`config.mk`:
```
export PLATFORM = sky130hd
export DESIGN_NAME = alu_seq_core
export DESIGN_NICKNAME = d
export VERILOG_FILES = /design/src/rtl/alu_seq_pkg.sv /design/src/rtl/alu_seq_ops.sv /design/src/rtl/alu_seq_core.sv
export SDC_FILE = /design/constraint.sdc
export NUM_CORES = 1
export LEC_CHECK = 0
export CAP_MARGIN = 0
export CORE_MARGIN = 2
export CORE_UTILIZATION = 45
export DETAILED_ROUTE_END_ITERATION = 10
export GPL_ROUTABILITY_DRIVEN = 0
export PLACE_DENSITY = 0.64
export SETUP_SLACK_MARGIN = 0.3
export SYNTH_ARGS = -nofsm -noshare
export SYNTH_HDL_FRONTEND = slang
export SYNTH_SLANG_ARGS = --single-unit
export TNS_END_PERCENT = 5
```
`constraint.sdc`:
```
create_clock -name clk -period 7.45 [get_ports clk]
set_input_delay 1.8625 -clock clk [delete_from_list [all_inputs] [get_ports clk]]
set_output_delay 1.8625 -clock clk [all_outputs]
set_load 0.01 [all_outputs]
```
`src/rtl/alu_seq_pkg.sv`:
```
// Shared opcode map and FSM state encoding for the sequential ALU core.
package alu_seq_pkg;

    localparam logic [3:0] OP_ADD  = 4'h0;
    localparam logic [3:0] OP_SUB  = 4'h1;
    localparam logic [3:0] OP_SHL  = 4'h2;
    localparam logic [3:0] OP_SHR  = 4'h3;
    localparam logic [3:0] OP_CMP  = 4'h4;
    localparam logic [3:0] OP_AND  = 4'h5;
    localparam logic [3:0] OP_OR   = 4'h6;
    localparam logic [3:0] OP_XOR  = 4'h7;
    localparam logic [3:0] OP_NAND = 4'h8;
    localparam logic [3:0] OP_NOR  = 4'h9;
    localparam logic [3:0] OP_XNOR = 4'hA;
    localparam logic [3:0] OP_NOT  = 4'hB;
    localparam logic [3:0] OP_NEG  = 4'hC;
    localparam logic [3:0] OP_STO  = 4'hD;
    localparam logic [3:0] OP_SWP  = 4'hE;
    localparam logic [3:0] OP_MOV  = 4'hF;

    typedef enum logic [1:0] {
        IDLE  = 2'd0,
        EXEC  = 2'd1,
        SHIFT = 2'd2,
        DONE  = 2'd3
    } state_t;

    function automatic logic is_shift(input logic [3:0] op);
        return (op == OP_SHL) || (op == OP_SHR);
    endfunction

endpackage

```
`src/rtl/alu_seq_ops.sv`:
```
// Single-cycle result and flag generation for every non-shift opcode.
module alu_seq_ops
    import alu_seq_pkg::*;
#(
    parameter int WIDTH = 8
) (
    input  logic [WIDTH-1:0] a,
    input  logic [WIDTH-1:0] b,
    input  logic [3:0]       op,
    output logic [WIDTH-1:0] y,
    output logic             z,
    output logic             c,
    output logic             n,
    output logic             v
);

    logic [WIDTH:0] sum;
    logic [WIDTH:0] diff;
    logic [WIDTH:0] neg;

    assign sum  = {1'b0, a} + {1'b0, b};
    assign diff = {1'b0, a} - {1'b0, b};
    assign neg  = {(WIDTH+1){1'b0}} - {1'b0, a};

    always_comb begin
        y = '0;
        c = 1'b0;
        v = 1'b0;
        case (op)
            OP_ADD: begin
                y = sum[WIDTH-1:0];
                c = sum[WIDTH];
                v = (a[WIDTH-1] == b[WIDTH-1]) && (y[WIDTH-1] != a[WIDTH-1]);
            end
            OP_SUB: begin
                y = diff[WIDTH-1:0];
                c = diff[WIDTH];
                v = (a[WIDTH-1] != b[WIDTH-1]) && (y[WIDTH-1] != a[WIDTH-1]);
            end
            OP_CMP: begin
                y = {{(WIDTH-3){1'b0}}, (a > b), (a == b), (a < b)};
                c = (a < b);
            end
            OP_AND:  y = a & b;
            OP_OR:   y = a | b;
            OP_XOR:  y = a ^ b;
            OP_NAND: y = ~(a & b);
            OP_NOR:  y = ~(a | b);
            OP_XNOR: y = ~(a ^ b);
            OP_NOT:  y = ~a;
            OP_NEG: begin
                y = neg[WIDTH-1:0];
                c = (a != '0);
                // Only the most negative value maps onto itself.
                v = a[WIDTH-1] && y[WIDTH-1];
            end
            OP_MOV:  y = b;
            default: y = '0;
        endcase
    end

    // CMP reports equality on Z; its encoded Y is never zero.
    assign z = (op == OP_CMP) ? (a == b) : (y == '0);
    assign n = y[WIDTH-1];

endmodule

```
`src/rtl/alu_seq_core.sv`:
```
// Operand/result registers, start/busy/done FSM and bit-serial shifter.
module alu_seq_core
    import alu_seq_pkg::*;
#(
    parameter int WIDTH = 8,
    parameter int SHW   = $clog2(WIDTH)
) (
    input  logic             clk,
    input  logic             reset,
    input  logic             start,
    input  logic [3:0]       opcode,
    input  logic [WIDTH-1:0] din,
    input  logic             load_a,
    input  logic             load_b,
    output logic [WIDTH-1:0] a_out,
    output logic [WIDTH-1:0] b_out,
    output logic [WIDTH-1:0] y_out,
    output logic             flag_z,
    output logic             flag_c,
    output logic             flag_n,
    output logic             flag_v,
    output logic             busy,
    output logic             done
);

    state_t           state_reg, state_next;
    logic [3:0]       op_reg;
    logic [WIDTH-1:0] a_reg, b_reg, y_reg;
    logic [SHW-1:0]   count_reg;
    logic             z_reg, c_reg, n_reg, v_reg, done_reg;

    logic [WIDTH-1:0] ops_y;
    logic             ops_z, ops_c, ops_n, ops_v;

    alu_seq_ops #(.WIDTH(WIDTH)) u_ops (
        .a  (a_reg),
        .b  (b_reg),
        .op (op_reg),
        .y  (ops_y),
        .z  (ops_z),
        .c  (ops_c),
        .n  (ops_n),
        .v  (ops_v)
    );

    always_comb begin
        state_next = state_reg;
        case (state_reg)
            IDLE:  if (start) state_next = EXEC;
            EXEC: begin
                if (is_shift(op_reg) && (b_reg[SHW-1:0] != '0))
                    state_next = SHIFT;
                else
                    state_next = DONE;
            end
            SHIFT: if (count_reg == SHW'(1)) state_next = DONE;
            DONE:  state_next = IDLE;
            default: state_next = IDLE;
        endcase
    end

    always_ff @(posedge clk or negedge reset) begin
        if (!reset) begin
            state_reg <= IDLE;
            op_reg    <= '0;
            a_reg     <= '0;
            b_reg     <= '0;
            y_reg     <= '0;
            count_reg <= '0;
            z_reg     <= 1'b0;
            c_reg     <= 1'b0;
            n_reg     <= 1'b0;
            v_reg     <= 1'b0;
            done_reg  <= 1'b0;
        end else begin
            state_reg <= state_next;
            // Registered so done rises together with the final Z/N update.
            done_reg  <= (state_reg == DONE);
            case (state_reg)
                IDLE: begin
                    if (load_a) a_reg <= din;
                    if (load_b) b_reg <= din;
                    if (start)  op_reg <= opcode;
                end
                EXEC: begin
                    if (is_shift(op_reg)) begin
                        y_reg     <= a_reg;
                        count_reg <= b_reg[SHW-1:0];
                        c_reg     <= 1'b0;
                        v_reg     <= 1'b0;
                    end else if (op_reg == OP_STO) begin
                        a_reg <= y_reg;
                    end else if (op_reg == OP_SWP) begin
                        a_reg <= b_reg;
                        b_reg <= a_reg;
                    end else begin
                        y_reg <= ops_y;
                        z_reg <= ops_z;
                        c_reg <= ops_c;
                        n_reg <= ops_n;
                        v_reg <= ops_v;
                    end
                end
                SHIFT: begin
                    if (op_reg == OP_SHL) begin
                        y_reg <= y_reg << 1;
                        c_reg <= y_reg[WIDTH-1];
                    end else begin
                        y_reg <= y_reg >> 1;
                        c_reg <= y_reg[0];
                    end
                    count_reg <= count_reg - SHW'(1);
                end
                DONE: begin
                    if (is_shift(op_reg)) begin
                        z_reg <= (y_reg == '0);
                        n_reg <= y_reg[WIDTH-1];
                    end
                end
                default: ;
            endcase
        end
    end

    assign a_out  = a_reg;
    assign b_out  = b_reg;
    assign y_out  = y_reg;
    assign flag_z = z_reg;
    assign flag_c = c_reg;
    assign flag_n = n_reg;
    assign flag_v = v_reg;
    assign busy   = (state_reg != IDLE);
    assign done   = done_reg;

endmodule

```
==> metrics <==
status=completed; TritonCTS Buffers=5; DR pass1 iterations=5; critical path cell sequence=inv_1 > ha_1 > inv_1 > clkdlybuf4s50_1; CTS HTree Levels=2; Post-CTS Setup Inserts=0; met1 Usage GRT=41.8%; DP Wirelength=10.4 mm; Post-Place Cell Area=4780 µm²; post-route setup TNS=0 ps; Synth Flop Type=dfrtp_1; CP endpoint kind=primary output; most frequent cells in the layout=clkdlybuf4s50_1 (45), nor2_1 (43), a21oi_1 (38), dfrtp_1 (38), inv_1 (36); Synth cell types=79; Total Wirelength=14.0 mm; vias in the first global route=3959; largest net degree at the start of global routing=44; initial core utilization=46.7%; slowest CP cell=clkdlybuf4s50_1; Seq cells post-synth=38; DR vias/cell=6.38; EDFF count, synth=0; DR iter-0 viols=479; Min Clock Period, post-route=3580 ps; Placed Instances=681; proportion of layout cells with a drive suffix above 1=7.86%; Max Slew Vio Count=0; CORE AREA=9330 µm²; Synth area leaders=dfrtp_1 (22%), ha_1 (9.2%), mux2i_1 (5.1%); Root Buffer=clkbuf_8; CTS Hold Buffers Added=0; Final Setup Violations=0; pre-CTS setup slack=4050 ps; clock-pin slew of the registers on the worst-case setup and hold paths=80 ps; gr ovfl total=0; most used routing layer=met1; die area=10500 µm²; Area Overhead vs Synth=12.0%; CP max FO=5; DRC=0; Die Height=102 µm; NumNets Final=610; Top Ports=47; Final WS setup=3870 ps; Slew HR=25.6%; Syn Nets=590; share of the synthesized area in the top cell type=21.8%; Port Buf Inserts=46; CP Class=reg2out; via count=4398; total track usage=27.5%; ANT cells=0; Post-Syn Area per Cell=8.09 µm²; fin cells=689; WHS Path Cells=1; GRT met2 Usage=41.2%; Ys Warns=0; Synth Cell Area=4360 µm²; reg2reg path depth=9; CTS sink count=38; post-layout instance area=4880 µm²; Final Cycle Share=48.1%; HP Class=reg2reg; worst-margin pin slew=1110 ps; commonest non-fill, non-tap cell in the layout=clkdlybuf4s50_1; RSZ-0062 raised after global routing=no; drt wl/cell=20.3 µm; post-route antenna net violation count=0; CTS tree=built; met3 Track Usage GR=2.74%; sequential element share of the synthesized area=21.8%; largest area contributor in the netlist=dfrtp_1; CP required=5590 ps; most used cell, CP=inv_1; final hold vios=0; CP arrival=1720 ps; Die W=102 µm; Synth Instances=539; clock latency on the worst-skew pair=290 ps; Row Count=35; worst-case clock skew=9.84 ps; startpoint types=flip-flop; number of gates resized after CTS=0; max incr delay on CP=550 ps; initial antenna violation count=0; CTS max path bufs=2; Post-synth ARST share=100%; first-pass GRT wire length=22.3 mm; max_cap viols=0; achievable frequency=0.279 GHz
[cell usage after synthesis (all sizes together) (11+ instances only)]
master  instances
a211oi         12
a21oi          39
buf            28
clkbuf         11
dfrtp          38
ha             32
inv            36
mux2i          22
nand2          32
nand2b         13
nand3          35
nor2           43
nor3           17
o211ai         14
o21ai          34
[critical path, delay by kind of cell, from the launching register on]
family,cells,cell delay [ps]
adder cells (fa/ha/maj),1,280
flip-flops,1,390
buffers and inverters,3,760
[cell type report]
class / instances / area [µm²]
Multi-Input combinational cell: 426 / 3030
Tap cell: 129 / 161
Fill cell: 907 / 4440
Sequential cell: 38 / 951
Timing Repair Buffer: 52 / 500
Inverter: 36 / 135
Clock inverter: 1 / 30.0
Clock buffer: 7 / 76.3
[worst paths after layout]
check                                          from                   end  slack [ps]
max                        state_reg[0]$_DFFE_PN0P_                  busy        3870
min                              flag_n$_DFFE_PN0P_    flag_n$_DFFE_PN0P_         510
max reg2reg                    a_out[2]$_DFFE_PN0P_    flag_z$_DFFE_PN0P_        4140
min reg2reg                      flag_n$_DFFE_PN0P_    flag_n$_DFFE_PN0P_         510
max in group asynchronous                     reset  y_out[1]$_DFFE_PN0P_        5240
min in group asynchronous                     reset  b_out[5]$_DFFE_PN0P_        1680
[per-layer routing]
metal | share of wire (%) | wire length, µm
met1 | 45 | 6360
met5 | 0 | 0
met2 | 44 | 6220
met4 | 2.5 | 353
met3 | 7.6 | 1060
[cells by family (layout without fill, tap and decap cells)]
group	Yosys count	in the layout	share of synthesized area, %
AO/OA/AOI/OAI	165	165	25.9
XOR/XNOR	7	7	1.41
adder cells (fa/ha/maj)	34	34	10.1
buffers and inverters	75	96	8.72
flip-flops	38	38	21.8
multiplexers	33	33	8.15
AND/OR/NAND/NOR	187	187	24.0
[stage by stage]
stage          hold slack (ps)  utilization [%]
2_1_floorplan              521                -
4_1_cts                    518             52.4
6_report                   508             52.4
3_3_place_gp               491             51.2
3_5_place_dp               500             51.2
5_1_grt                    530             52.4
Power is not shown: default switching activity piles up to over one toggle a cycle in this logic, so the estimate is an artifact.
